`config.mk`:
```
export PLATFORM = sky130hd
export DESIGN_NAME = spi_master_flat
export DESIGN_NICKNAME = d
export VERILOG_FILES = /design/src/rtl/spi_master_if.sv /design/src/rtl/spi_master.sv /design/src/flat_wrapper.sv
export SDC_FILE = /design/constraint.sdc
export NUM_CORES = 1
export LEC_CHECK = 0
export ABC_AREA = 1
export BUFFER_PORTS_ARGS = -buffer_cell sky130_fd_sc_hd__buf_2
export CAP_MARGIN = 40
export CORE_MARGIN = 2
export CORE_UTILIZATION = 49
export DETAILED_ROUTE_END_ITERATION = 10
export GPL_TIMING_DRIVEN = 1
export PLACE_DENSITY = 0.73
export REMOVE_ABC_BUFFERS = 1
export SYNTH_ARGS = -nofsm -noshare
export SYNTH_HDL_FRONTEND = slang
export SYNTH_SLANG_ARGS = --single-unit
```
`constraint.sdc`:
```
create_clock -name clk -period 1.3 [get_ports clk]
set_input_delay 0.065 -clock clk [delete_from_list [all_inputs] [get_ports clk]]
set_output_delay 0.065 -clock clk [all_outputs]
set_load 0.01 [all_outputs]
```
`src/rtl/spi_master_if.sv`:
```
// Command port and SPI pins of the spi_master initiator.
//   start/tx_data      : transfer request and word to send
//   busy/done/rx_data  : transfer status, completion pulse, captured word
//   spi_clk/spi_cs/spi_mosi/spi_miso : physical SPI pins (mode 0, CS active-low)
// master modport is taken by the initiator, slave modport by its user/peer.
interface spi_master_if #(
  parameter int WIDTH = 16
) ();
  logic             start;
  logic [WIDTH-1:0] tx_data;
  logic             busy;
  logic             done;
  logic [WIDTH-1:0] rx_data;
  logic             spi_clk;
  logic             spi_cs;
  logic             spi_mosi;
  logic             spi_miso;

  modport master (
    input  start, tx_data, spi_miso,
    output busy, done, rx_data, spi_clk, spi_cs, spi_mosi
  );

  modport slave (
    output start, tx_data, spi_miso,
    input  busy, done, rx_data, spi_clk, spi_cs, spi_mosi
  );
endinterface

```
`src/rtl/spi_master.sv`:
```
// SPI initiator: shifts one WIDTH-bit word out on MOSI and captures WIDTH
// bits from MISO per transfer, MSB first, under one active-low chip select.
// Ports:
//   clk   : system clock, all state changes on posedge
//   rst_n : asynchronous active-low reset
//   bus   : spi_master_if.master (start/tx_data in, busy/done/rx_data out,
//           spi_clk/spi_cs/spi_mosi out, spi_miso in)
// Parameters: WIDTH bits per frame (>=2), CLK_DIV clk cycles per SCLK
// half-period (>=1).
module spi_master #(
  parameter int WIDTH   = 16,
  parameter int CLK_DIV = 2
) (
  input  logic            clk,
  input  logic            rst_n,
  spi_master_if.master    bus
);

  localparam int unsigned DIV_W = (CLK_DIV > 1) ? $clog2(CLK_DIV) : 1;
  localparam int unsigned CNT_W = $clog2(WIDTH);
  localparam logic [DIV_W-1:0] RELOAD   = DIV_W'(CLK_DIV - 1);
  localparam logic [CNT_W-1:0] LAST_BIT = CNT_W'(WIDTH - 1);

  typedef enum logic [2:0] {
    IDLE,
    SETUP,
    HIGH,
    LOW,
    HOLD,
    GAP
  } state_t;

  state_t           state,   state_nx;
  logic [DIV_W-1:0] div_cnt, div_nx;
  logic [CNT_W-1:0] bit_cnt, bit_nx;
  logic [WIDTH-1:0] tx_sr,   tx_nx;
  logic [WIDTH-1:0] rx_sr,   rx_nx;
  logic [WIDTH-1:0] rxd_q,   rxd_nx;
  logic             sclk_q,  sclk_nx;
  logic             cs_q,    cs_nx;
  logic             busy_q,  busy_nx;
  logic             done_q,  done_nx;

  always_ff @(posedge clk or negedge rst_n) begin
    if (!rst_n) begin
      state   <= IDLE;
      div_cnt <= '0;
      bit_cnt <= '0;
      tx_sr   <= '0;
      rx_sr   <= '0;
      rxd_q   <= '0;
      sclk_q  <= 1'b0;
      cs_q    <= 1'b1;
      busy_q  <= 1'b0;
      done_q  <= 1'b0;
    end else begin
      state   <= state_nx;
      div_cnt <= div_nx;
      bit_cnt <= bit_nx;
      tx_sr   <= tx_nx;
      rx_sr   <= rx_nx;
      rxd_q   <= rxd_nx;
      sclk_q  <= sclk_nx;
      cs_q    <= cs_nx;
      busy_q  <= busy_nx;
      done_q  <= done_nx;
    end
  end

  // MOSI is taken straight from the shift register MSB; clearing the
  // register in HOLD gives the idle-low MOSI without a separate flop.
  always_comb begin
    state_nx = state;
    div_nx   = div_cnt;
    bit_nx   = bit_cnt;
    tx_nx    = tx_sr;
    rx_nx    = rx_sr;
    rxd_nx   = rxd_q;
    sclk_nx  = sclk_q;
    cs_nx    = cs_q;
    busy_nx  = busy_q;
    done_nx  = 1'b0;

    if (state == IDLE) begin
      if (bus.start) begin
        tx_nx    = bus.tx_data;
        cs_nx    = 1'b0;
        busy_nx  = 1'b1;
        bit_nx   = '0;
        div_nx   = RELOAD;
        state_nx = SETUP;
      end
    end else if (div_cnt != '0) begin
      div_nx = div_cnt - DIV_W'(1);
    end else begin
      div_nx = RELOAD;
      unique case (state)
        SETUP, LOW: begin
          sclk_nx  = 1'b1;
          rx_nx    = {rx_sr[WIDTH-2:0], bus.spi_miso};
          state_nx = HIGH;
        end
        HIGH: begin
          sclk_nx = 1'b0;
          if (bit_cnt != LAST_BIT) begin
            tx_nx    = {tx_sr[WIDTH-2:0], 1'b0};
            bit_nx   = bit_cnt + CNT_W'(1);
            state_nx = LOW;
          end else begin
            state_nx = HOLD;
          end
        end
        HOLD: begin
          cs_nx    = 1'b1;
          tx_nx    = '0;
          state_nx = GAP;
        end
        GAP: begin
          done_nx  = 1'b1;
          rxd_nx   = rx_sr;
          busy_nx  = 1'b0;
          state_nx = IDLE;
        end
        default: state_nx = IDLE;
      endcase
    end
  end

  assign bus.busy     = busy_q;
  assign bus.done     = done_q;
  assign bus.rx_data  = rxd_q;
  assign bus.spi_clk  = sclk_q;
  assign bus.spi_cs   = cs_q;
  assign bus.spi_mosi = tx_sr[WIDTH-1];

endmodule

```
`src/flat_wrapper.sv`:
```
// flat-port wrapper written by rule: the top's interface ports become plain ports
module spi_master_flat 
#(
  parameter int WIDTH   = 16,
  parameter int CLK_DIV = 2
)
  (clk, rst_n, bus_start, bus_tx_data, bus_spi_miso, bus_busy, bus_done, bus_rx_data, bus_spi_clk, bus_spi_cs, bus_spi_mosi);
  spi_master_if #(.WIDTH(WIDTH)) bus_i ();
  input  logic clk;
  input  logic rst_n;
  input wire logic [$bits(bus_i.start)-1:0] bus_start;
  input wire logic [$bits(bus_i.tx_data)-1:0] bus_tx_data;
  input wire logic [$bits(bus_i.spi_miso)-1:0] bus_spi_miso;
  output wire logic [$bits(bus_i.busy)-1:0] bus_busy;
  output wire logic [$bits(bus_i.done)-1:0] bus_done;
  output wire logic [$bits(bus_i.rx_data)-1:0] bus_rx_data;
  output wire logic [$bits(bus_i.spi_clk)-1:0] bus_spi_clk;
  output wire logic [$bits(bus_i.spi_cs)-1:0] bus_spi_cs;
  output wire logic [$bits(bus_i.spi_mosi)-1:0] bus_spi_mosi;
  assign bus_i.start = bus_start;
  assign bus_i.tx_data = bus_tx_data;
  assign bus_i.spi_miso = bus_spi_miso;
  assign bus_busy = bus_i.busy;
  assign bus_done = bus_i.done;
  assign bus_rx_data = bus_i.rx_data;
  assign bus_spi_clk = bus_i.spi_clk;
  assign bus_spi_cs = bus_i.spi_cs;
  assign bus_spi_mosi = bus_i.spi_mosi;
  spi_master #(.WIDTH(WIDTH), .CLK_DIV(CLK_DIV)) u_core (.clk(clk), .rst_n(rst_n), .bus(bus_i));
endmodule
```
Yosys cells after proc, flatten, opt, wreduce, memory -nomap -nowiden
Cells that the tools add are included.

storage, ports and cells
  bits of input ports = 20
  register bits after elaboration = 60
  output and inout bits = 21
  word-level logic and storage cells = 68

cells by class
  multiplexer cells = 29
  add/sub/neg operators = 2
  bitwise logic cells = 2
  equality and inequality tests = 9
  reductions and logical operators = 16

operators with widths
  operator                                                                  count
  16-bit 2-to-1 mux                                                         4
  16-bit one-hot mux with 2 select lines                                    1
  4-bit 2-to-1 mux                                                          5
  3-bit AND reduction                                                       5
  1-bit 2-to-1 mux                                                          13
  3-bit 2-to-1 mux                                                          4
  2-bit nonzero test                                                        5
  3-bit one-hot mux with 3 select lines                                     1
  4-bit AND reduction                                                       2
  3-bit by 2-bit == test with 1-bit output (second input constant)          2
  3-bit == test (second input constant)                                     2
  4-bit by 1-bit adder with 4-bit output (second input constant)            1
  2-bit inequality test (second input constant)                             2
  4-bit inequality test (second input constant)                             1
  3-bit by 1-bit == test with 1-bit output (second input constant)          1
  3-bit zero test                                                           1
  3-bit by 1-bit inequality test with 1-bit output (second input constant)  1
  3-bit nonzero test                                                        1
  1-bit NOT                                                                 2
  1-bit one-hot mux with 2 select lines                                     1
  2-bit AND reduction                                                       1
  2-bit OR reduction                                                        1
  1-bit subtractor (second input constant)                                  1

Longest topological paths before layout
Gate-level depths: netlist (run 1).

  depth after elaboration = 5
  mapped depth = 8
  depth with buffers taken out = 7

Worst setup path before layout (run 1)
No wires, ideal clock.

  path kind = register to register
  start = register u_core.bit_cnt[0]
  end = register u_core.tx_sr[10]
  setup time = 116 ps
  data arrival time = 1243 ps
  data required time = 1184 ps
  slack = -60 ps
  cell stages (with the launch flop) = 9
  path through = dfrtp_1 -> ha_1 -> nand3_1 -> nand2_1 -> nand2_8 -> nand2_8 -> buf_12 -> nand2_2 -> nand2_1

on the way
  longest elaborated chain between the ends = 3

RTL lines
  element                                                            RTL line           RTL
  start, declared                                                    spi_master.sv:35   logic [CNT_W-1:0] bit_cnt, bit_nx;
  start signal, assigned                                             spi_master.sv:59   bit_cnt <= bit_nx;
  4-bit inequality test                                              spi_master.sv:105  if (bit_cnt != LAST_BIT) begin
  3-bit by 1-bit inequality test with 1-bit output (no source line)  --
  4-bit AND reduction (no source line)                               --
  end signal, assigned                                               spi_master.sv:60   tx_sr <= tx_nx;
  end, declared                                                      spi_master.sv:36   logic [WIDTH-1:0] tx_sr, tx_nx;

No other way between the ends.
A chain may end at the register's enable or synchronous reset.

Worst setup path in the final report (run 1)
  start = register u_core.state[0]
  end = register u_core.tx_sr[8]

on the way
  longest elaborated chain between the ends = 4

RTL lines
  element                                                                    RTL line          RTL
  start, declared                                                            spi_master.sv:33  state_t state, state_nx;
  start signal, assigned                                                     spi_master.sv:57  state <= state_nx;
  3-bit == test or 3-bit by 2-bit == test with 1-bit output (tied branches)  spi_master.sv:97  unique case (state)
  16-bit one-hot mux with 2 select lines                                     spi_master.sv:97
  16-bit 2-to-1 mux                                                          spi_master.sv:93  end else if (div_cnt != '0) begin
  16-bit 2-to-1 mux                                                          spi_master.sv:84  if (state == IDLE) begin

Parallel ways exist; a longest one is shown, timed or not. The select of a mux whose other input is x is not followed.

==> impl_results.md, run 1 <==
- Status: finished, violations left
- Failing checks: setup timing
- Syn_area_per_cell: 9.130 um^2
- # setup viols final: 15
- H-tree depth: 3
- CP Cell Sequence: nor2_4 -> buf_4 -> nand3_4 -> nand2_8 -> nand2_4 -> nand2_2 -> nand2_1
- Final Hold Viols: 0
- Die span in x: 79.51 um
- Unrepaired setup endpoints after global routing: true
- Vias in the first global route: 2,161
- Initial Utilization: 50.74%
- Die H: 79.51 um
- Class of the most critical hold timing path: primary input to flop
- Part of the Yosys area used for sequential elements: 53.78%
- Commonest non-fill, non-tap cell in the layout: nand2_1
- CTS clk-pin slew, worst paths: 0.06 ns
- Antenna violation net count after detailed routing: 0
- Setup crit start kind: flop
- Most frequent cells in the layout: 102 x nand2_1, 56 x dfrtp_1, 40 x buf_2
- Post-synth EDFFs: 0
- PwrDens: 2220 mW/mm^2
- Antenna violations before repair: 0
- Critical-path top delay cell: dfrtp_2
- Top-area cell type share of the netlist area: 52.84%
- Gpl congestion: 0.8521
- Clock buffer depth: 2
- Tmin final: 1.326 ns
- Rows: 27
- Share of layout cells above drive strength 1: 35.25%
- Slew HR: 78.27%
- Die Area: 0.006322 mm^2
- DP Area: 0.003153 mm^2
- First-pass GRT wire length: 9.563 mm
- Clock power share: 23.4%
- Period utilization: 102.0%
- Setup WS post-layout: -0.02644 ns
- Final Instance Area: 0.003580 mm^2
- Largest net degree at the start of global routing: 61
- Worst-path fanout max: 9
- Avg WL per Cell: 12.89 um
- Max VDD drop: 0.001016 V
- Worst Skew: 0.005845 ns
- CP arrival: 1.56 ns
- Sink Count: 60
- Via count: 2,254
- CP Data Required Time: 1.53 ns
- CP endpoint kind: flop
- # IOs: 41
- CP max stage delay: 0.44 ns
- Fmax: 753.9 MHz
- Post-route DRC: 0
- Clock root cell: clkbuf_8
- Largest cells by area after synthesis: dfrtp_1 53%, nand2_1 14%, nand3_1 7.2%
- Worst skew pair latency: 0.34 ns
- Number of diodes: 0
- Seq cells post-synth: 60
- Final non-filler cell total: 455
- Fin. max-slew vios: 0
- Fin nets: 399
- TritonCTS clock tree: done
- Maxcap violations: 0
- Synth async-reset ratio: 100.0%
- CTS buffer count: 9
- Vias per cell: 4.954
- Switching share of total power: 38.18%
- Cell count after synthesis: 306
- Initial DRT Pass Iterations: 4
- Comb pwr share: 42.1%
- Least-Margin Pin Slew: 0.3260 ns
- Sw Pwr: 3.035 mW
- P&R area growth vs syn: 28.12%
- Post-synth top area cell: dfrtp_1
- Cell variety after synth: 27
- Pre-CTS setup slack: -0.07846 ns
- CORE AREA: 0.005507 mm^2
- Inst Count DP: 426
- Port buffer count: 40
- Total gr overflow: 0
- Top FF cell, synth: dfrtp_1
- Sequential fraction of design power: 34.5%
- Setup Crit Path Kind: flop to flop
- Pleak: 1.885 nW
- Total track usage: 19.56%
- Synth warnings: 0
- Detailed Route WL: 5.865 mm
- DRT iter0 DRCs: 147
- DP HPWL: 3.560 mm
- P_int: 4.914 mW
- Synthesized cell area: 0.002794 mm^2
- Fillers: 443
[power by group through the flow]
stage               sequential [mW]  combinational (mW)  clock [mW]
finish                         2.74                3.35        1.86
global route                   2.80                3.82        1.97
CTS                            2.72                3.10        1.88
detailed placement             2.75                2.90           0
global placement               2.73                2.83           0
floorplan                      2.71                1.90           0
[metrics by stage]
step	TNS [ns]	hold WS (ns)	utilization (%)	power [mW]
after global placement	-0.5106	0.09586	57.26	5.557
after detailed placement	-1.099	0.09360	57.26	5.648
final	-0.1479	0.07556	65.01	7.949
after global routing	-2.549	0.1114	65.01	8.586
after CTS	-0.01726	0.07655	62.89	7.699
after floorplan	-12.52	-0.2306	-	4.606
[worst paths after layout]
path / start / to / slack (ns) / cells after the start
setup reg to reg: u_core.state[0] / u_core.tx_sr[8] / -0.03 / 7
max in group asynchronous: rst_n / u_core.state[0] / 0.76 / 3
hold / removal: bus_tx_data[9] / u_core.tx_sr[9] / 0.08 / 5
hold reg to reg: u_core.bus.rx_data[15] / u_core.bus.rx_data[15] / 0.47 / 2
min in group asynchronous: rst_n / u_core.bit_cnt[2] / 0.24 / 3
setup / recovery: u_core.state[0] / u_core.tx_sr[8] / -0.03 / 7
[registers in the layout, summed over array words and instances, names as in the netlist, 3 cells and up]
register and count:
u_core.state 3, u_core.rx_sr 16, u_core.bus.rx_data 16, u_core.tx_sr 16, u_core.bit_cnt 4
[synthesized netlist by cell type (2+ instances only)]
master and count:
nand2_1 106, dfrtp_1 59, nand3_1 40, inv_1 22, o21ai_0 16, o21ai_2 15
nand2_2 10, buf_6 7, nor2_1 5, buf_2 4, a21oi_1 2, inv_2 2
nand2_4 2, nand2_8 2, o31ai_1 2
[per-layer routing]
layer / wire, um / track usage, % / vias up
met5: 0 / 0 / -
met4: 122 / 8.621 / 0
met3: 339 / 6.222 / 13
met2: 2868 / 30.76 / 53
met1: 2535 / 24.77 / 1060
li1: - / - / 1128
[worst max-delay path: cells and delay by family (launching register included)]
kind	cells	cell delay, ns
buffers and inverters	1	0.16
flip-flops	1	0.44
AND/OR/NAND/NOR	6	0.61
[timing repair]
action	4_1_cts	5_1_grt
pin swaps	2	4
hold buffers	3	0
gates cloned	0	3
gates resized for setup	6	20
setup buffers	6	1
hold endpoints to repair	61	0
endpoints found under the setup margin	24	50
[cells by family after synthesis]
logic type	synth area share, %
compound gates	9.002
xor+xnor	0.3135
fa+ha+maj	0.4478
buf+inv	8.061
flops	53.78
simple gates	28.39
[layout make-up]
class	instances	area, um^2	area share, %
tap	72	90.09	2.517
clock inverter	4	72.57	2.027
sequential	60	1506	42.08
timing repair buffer	73	540.5	15.10
multi-input combinational	209	1121	31.32
inverter	25	103.9	2.901
clock buffer	12	145.1	4.055
Note: power is estimated with default switching activity, not from simulation.
==> inputs of run 2 (changes only) <==
- HOLD_SLACK_MARGIN: not set -> 0.15
==> impl_results.md, run 2 (synthesis results as in run 1) <==
- Port buffer count: 40 (unchanged)
- Worst-path fanout max: 9 (unchanged)
- Crit path buf inv count: 1 (unchanged)
- Pleak: 1.947 nW (+3.3%)
- Sink Count: 60 (unchanged)
- TritonCTS clock tree: done
- Initial DRT Pass Iterations: 4 (unchanged)
- Post-route DRC: 0 (unchanged)
- Setup crit start kind: flop
- Final hold slack: 0.2245 ns (+0.1490 ns)
- Reg-to-Reg Start: u_core.state[0]
- Flop-to-flop setup slack: -0.02 ns (about the same)
- CP max stage delay: 0.44 ns (about the same)
- Fillers: 422 (-4.7%)
- Total gr overflow: 0 (unchanged)
- Commonest non-fill, non-tap cell in the layout: nand2_1
- Setup Crit Path Kind: flop to flop
- Maxcap violations: 0 (unchanged)
- Comb pwr share: 42.5% (+0.4 points)
- Period utilization: 101.9% (-0.11 points)
- Worst Skew: 0.005944 ns (+0.00009872 ns)
- Worst skew pair latency: 0.34 ns (about the same)
- Detailed Route WL: 6.010 mm (+2.5%)
- # setup viols final: 13 (-2)
- Hold path depth: 4 (-1)
- CP arrival: 1.56 ns (about the same)
- Total track usage: 20.02% (+0.46 points)
- Setup TNS: -0.1171 ns (+0.03082 ns)
- P_int: 4.943 mW (+0.60%)
- CP endpoint kind: flop
- Multi-input logic area: 0.001121 mm^2 (unchanged)
- CP Cell Sequence: nor2_4 -> buf_4 -> nand3_4 -> nand2_8 -> nand2_4 -> nand2_2 -> nand2_1
- Unrepaired setup endpoints after global routing: true
- DP HPWL: 3.560 mm (unchanged)
- Fin nets: 414 (+3.8%)
- Antenna violations before repair: 0 (unchanged)
- DP Area: 0.003153 mm^2 (unchanged)
- Critical-path top delay cell: dfrtp_2
- Avg WL per Cell: 12.79 um (-0.80%)
- Vias in the first global route: 2,226 (+3.0%)
- HP Start: bus_start
- Die span in x: 79.51 um (unchanged)
- Fin. max-slew vios: 0 (unchanged)
- Die Area: 0.006322 mm^2 (unchanged)
- Switching share of total power: 38.11% (-0.078 points)
- RR Endpoint: u_core.tx_sr[8]
- Crit-path leading delay family: simple AND/OR/NAND/NOR gates
- Max VDD drop: 0.001018 V (+0.16%)
- Share of layout cells above drive strength 1: 33.92% (-1.3 points)
- Die H: 79.51 um (unchanged)
- Clock power share: 23.3% (about the same)
- Vias per cell: 4.885 (-1.4%)
- Gpl congestion: 0.8521 (unchanged)
- Initial Utilization: 50.74% (unchanged)
- CTS clk-pin slew, worst paths: 0.06 ns (about the same)
- Worst Hold End: u_core.bus.busy
- Status: finished, violations left
- # IOs: 41 (unchanged)
- Rows: 27 (unchanged)
- Pre-CTS setup slack: -0.07846 ns (unchanged)
- Antenna violation net count after detailed routing: 0 (unchanged)
- CTS buffer count: 9 (unchanged)
- Final Hold Viols: 0 (unchanged)
- Setup WS post-layout: -0.02495 ns (+0.001488 ns)
- DRT iter0 DRCs: 168 (+14%)
- First-pass GRT wire length: 9.791 mm (+2.4%)
- Sw Pwr: 3.043 mW (+0.26%)
- H-tree depth: 3 (unchanged)
- Slew HR: 78.57% (+0.30 points)
- P&R area growth vs syn: 33.50%
- Sequential fraction of design power: 34.3% (-0.2 points)
- Most frequent cells in the layout: 102 x nand2_1, 56 x dfrtp_1, 40 x buf_2
- Number of diodes: 0 (unchanged)
- Final Instance Area: 0.003730 mm^2 (+4.2%)
- CP Data Required Time: 1.53 ns (about the same)
- Final non-filler cell total: 470 (+3.3%)
- Clock root cell: clkbuf_8
- Via count: 2,296 (+1.9%)
- Tmin final: 1.325 ns (-0.001488 ns)
- Fmax: 754.7 MHz (+0.11%)
- Inst Count DP: 426 (unchanged)
- Least-Margin Pin Slew: 0.3215 ns (-0.004489 ns)
- Largest net degree at the start of global routing: 61 (unchanged)
- CORE AREA: 0.005507 mm^2 (unchanged)
- Reg2reg path depth: 7 (unchanged)
- Sequential cell area: 0.001506 mm^2 (unchanged)
- Class of the most critical hold timing path: primary input to flop
- PwrDens: 2141 mW/mm^2 (-3.6%)
- Clock buffer depth: 2 (unchanged)
- Failing checks: setup timing
[run 2: cell types whose count changed in the layout (fill, tap and decap cells not counted)]
cell           delta
dlygate4sd3_1    +15
[run 2: cell type report]
class / instances / area share, %
clock buffer: 12 / 3.891
clock inverter: 4 / 1.946
inverter: 25 / 2.784
multi-input combinational: 209 / 30.06
sequential: 60 / 40.39
tap: 72 / 2.415
timing repair buffer: 88 / 18.52
[run 2: routing by layer]
layer	GRT usage (%)	vias to the layer above	share of wire (%)
met3	6.109	13	4.9
li1	-	1158	-
met1	25.00	1076	45
met4	8.621	0	2.0
met5	0	-	0
met2	32.18	49	48
[run 2: worst max path at each step]
stage                     depth (start not counted)             from  slack [ns]                    end
after detailed placement                          7  u_core.state[0]       -0.08        u_core.tx_sr[2]
after global placement                            7  u_core.state[0]       -0.04       u_core.tx_sr[10]
after floorplan                                   4  u_core.state[2]       -0.38        u_core.rx_sr[0]
final                                             7  u_core.state[0]       -0.02        u_core.tx_sr[8]
after global routing                              7  u_core.state[0]       -0.09  u_core.bus.rx_data[7]
after CTS                                         8  u_core.state[1]       -0.01        u_core.tx_sr[6]
[run 2: stage by stage]
step                utilization (%)  power, mW
global route                  67.73      8.622
CTS                           65.62      7.733
detailed placement            57.26      5.648
global placement              57.26      5.557
finish                        67.73      7.986
floorplan                         -      4.606
[run 2: timing repair]
action                                  in CTS  in global routing
gates cloned                                 0                  3
endpoints found under the setup margin      24                 50
setup buffers                                6                  1
hold buffers                                18                  0
hold endpoints to repair                    77                  0
gates resized for setup                      6                 20
pin swaps                                    2                  4
[run 2: power by group through the flow]
stage | Clock [mW] | Sequential [mW] | Combinational [mW]
after floorplan | 0 | 2.71 | 1.90
after global placement | 0 | 2.73 | 2.83
after detailed placement | 0 | 2.75 | 2.90
after CTS | 1.88 | 2.72 | 3.13
after global routing | 1.97 | 2.80 | 3.86
final | 1.86 | 2.74 | 3.39
[run 2: worst register-to-register path: stages, from the launching register on]
cell	delay, ns
dfrtp_2	0.44
nor2_4	0.15
buf_4	0.16
nand3_4	0.09
nand2_8	0.13
nand2_4	0.12
nand2_2	0.07
nand2_1	0.05
==> inputs of run 3 (changes only) <==
- CAP_MARGIN: 40 -> 15
- PLACE_DENSITY: 0.73 -> not set
- PLACE_DENSITY_LB_ADDON: not set -> 0.12
==> impl_results.md, run 3 (synthesis results as in run 1) <==
- Worst-path fanout max: 16 (+7)
- Total gr overflow: 0 (unchanged)
- Reg2reg path depth: 7 (unchanged)
- Total power: 8.129 mW (+1.8%)
- Via count: 2,300 (+0.17%)
- CP max stage delay: 0.44 ns (about the same)
- Failing checks: setup timing
- Die H: 79.51 um (unchanged)
- Critical-path top delay cell: dfrtp_2
- Share of layout cells above drive strength 1: 34.50% (+0.58 points)
- RR Endpoint: u_core.tx_sr[5]
- Commonest non-fill, non-tap cell in the layout: nand2_1
- H-tree depth: 3 (unchanged)
- Most frequent cells in the layout: 98 x nand2_1, 57 x dfrtp_1, 40 x buf_2
- P&R area growth vs syn: 34.12%
- Post-route DRC: 0 (unchanged)
- Setup WS post-layout: -0.01654 ns (+0.008407 ns)
- Clock root cell: clkbuf_8
- Tmin final: 1.317 ns (-0.008407 ns)
- Flop-to-flop setup slack: -0.02 ns (about the same)
- Port buffer count: 40 (unchanged)
- Status: finished, violations left
- Largest net degree at the start of global routing: 61 (unchanged)
- Inst Count DP: 433 (+1.6%)
- CTS buffer count: 9 (unchanged)
- CP Cell Sequence: nor2_4 -> buf_6 -> inv_8 -> nand2_8 -> buf_6 -> nand3_1 -> nand2_1
- CP Data Required Time: 1.56 ns (+0.03 ns)
- Gpl congestion: 0.8043 (-5.6%)
- # setup viols final: 10 (-3)
- Antenna violations before repair: 0 (unchanged)
- Final non-filler cell total: 472 (+0.43%)
- Total track usage: 20.44% (+0.42 points)
- Final Util: 68.05% (+0.32 points)
- Worst skew pair latency: 0.33 ns (about the same)
- CORE AREA: 0.005507 mm^2 (unchanged)
- Crit path buf inv count: 3 (+2)
- CP arrival: 1.58 ns (+0.02 ns)
- Vias in the first global route: 2,203 (-1.0%)
- Vias per cell: 4.873 (-0.25%)
- Worst Skew: 0.004898 ns (-0.001046 ns)
- Die span in x: 79.51 um (unchanged)
- Fmax: 759.6 MHz (+0.64%)
- Rows: 27 (unchanged)
- Class of the most critical hold timing path: primary input to flop
- PwrDens: 2169 mW/mm^2 (+1.3%)
- Die Area: 0.006322 mm^2 (unchanged)
- Final Hold Viols: 0 (unchanged)
- Initial DRT Pass Iterations: 4 (unchanged)
- Pleak: 1.965 nW (+0.91%)
- Maxcap violations: 0 (unchanged)
- Fin nets: 416 (+0.48%)
- CP dominant cell by count: buf_6
- Clock buffer depth: 2 (unchanged)
- Setup crit start kind: flop
- Final hold slack: 0.2337 ns (+0.009134 ns)
- Antenna violation net count after detailed routing: 0 (unchanged)
- Worst Hold End: u_core.bus.busy
- Setup Crit Path Kind: flop to flop
- Fin. max-slew vios: 0 (unchanged)
- TritonCTS clock tree: done
- CP endpoint kind: flop
- Detailed Route WL: 5.817 mm (-3.2%)
- Sink Count: 60 (unchanged)
- Slew HR: 78.61% (about the same)
- # IOs: 41 (unchanged)
- Hold path depth: 4 (unchanged)
- DP HPWL: 3.673 mm (+3.2%)
- Crit-path leading delay family: simple AND/OR/NAND/NOR gates
- Avg WL per Cell: 12.32 um (-3.6%)
- Initial Utilization: 50.74% (unchanged)
- Number of diodes: 0 (unchanged)
- CTS clk-pin slew, worst paths: 0.07 ns (about the same)
- Unrepaired setup endpoints after global routing: true
- Reg-to-Reg Start: u_core.state[0]
- HP Start: bus_start
- Max VDD drop: 0.001075 V (+5.6%)
- Period utilization: 101.3% (-0.65 points)
- DRT iter0 DRCs: 118 (-30%)
- First-pass GRT wire length: 10.03 mm (+2.4%)
- Least-Margin Pin Slew: 0.3208 ns (-0.0006677 ns)
## run 3: changes by cell type in the layout (fill, tap and decap cells not counted), moves of 2 or more
cell and delta:
buf_4 +4, nand2_1 -4, nand2_2 +4, buf_6 -2
## run 3: worst max path at each step
stage / start / to / slack [ns] / cells past startpoint
floorplan: u_core.state[2] / u_core.rx_sr[0] / -0.38 / 4
global placement: u_core.state[0] / u_core.tx_sr[3] / -0.04 / 7
detailed placement: u_core.state[0] / u_core.tx_sr[3] / -0.08 / 7
CTS: u_core.state[1] / u_core.tx_sr[5] / 0.002 / 7
global route: u_core.state[0] / u_core.tx_sr[12] / -0.11 / 7
finish: u_core.state[0] / u_core.tx_sr[5] / -0.02 / 7
## run 3: final cells by class
cell class,instances,area [um^2]
tap,72,90.09
timing repair buffer,90,688.2
multi-input combinational,209,1129
sequential,60,1505
clock inverter,5,100.1
inverter,25,103.9
clock buffer,11,131.4
fill,431,1759
## run 3: report_power, final
part | internal [mW] | total (mW) | switching [mW] | leakage (nW)
sequential | 2.39 | 2.73 | 0.337 | 0.786
combinational | 1.43 | 3.41 | 1.98 | 1.06
clock | 1.27 | 1.99 | 0.719 | 0.117
## run 3: metrics by stage
step	cell area [um^2]	setup slack, ns	setup TNS (ns)
5_1_grt	3747	-0.1079	-2.031
3_5_place_dp	3193	-0.07860	-1.065
2_1_floorplan	2668	-0.3771	-12.52
6_report	3747	-0.01654	-0.07063
3_3_place_gp	3193	-0.04258	-0.4217
4_1_cts	3655	0.001517	0
## run 3: repair_timing
item | CTS | global route
setup buffers | 1 | 4
endpoints found under the hold margin | 77 | 0
gates cloned | 1 | 0
endpoints found under the setup margin | 16 | 41
resized for setup | 12 | 20
pin swaps | 4 | 6
hold buffers | 18 | 0
## run 3: layer usage
metal / part of all wire (%) / global-route usage [%]
met1: 46 / 26.42
met2: 48 / 32.94
met3: 4.6 / 5.430
met4: 1.3 / 7.759
met5: 0 / 0
## run 3: tightest hold or removal path: cells and delay by family
kind            cells  cell delay (ns)
buf+inv             2             0.28
simple gates        1             0.11
compound gates      1             0.07
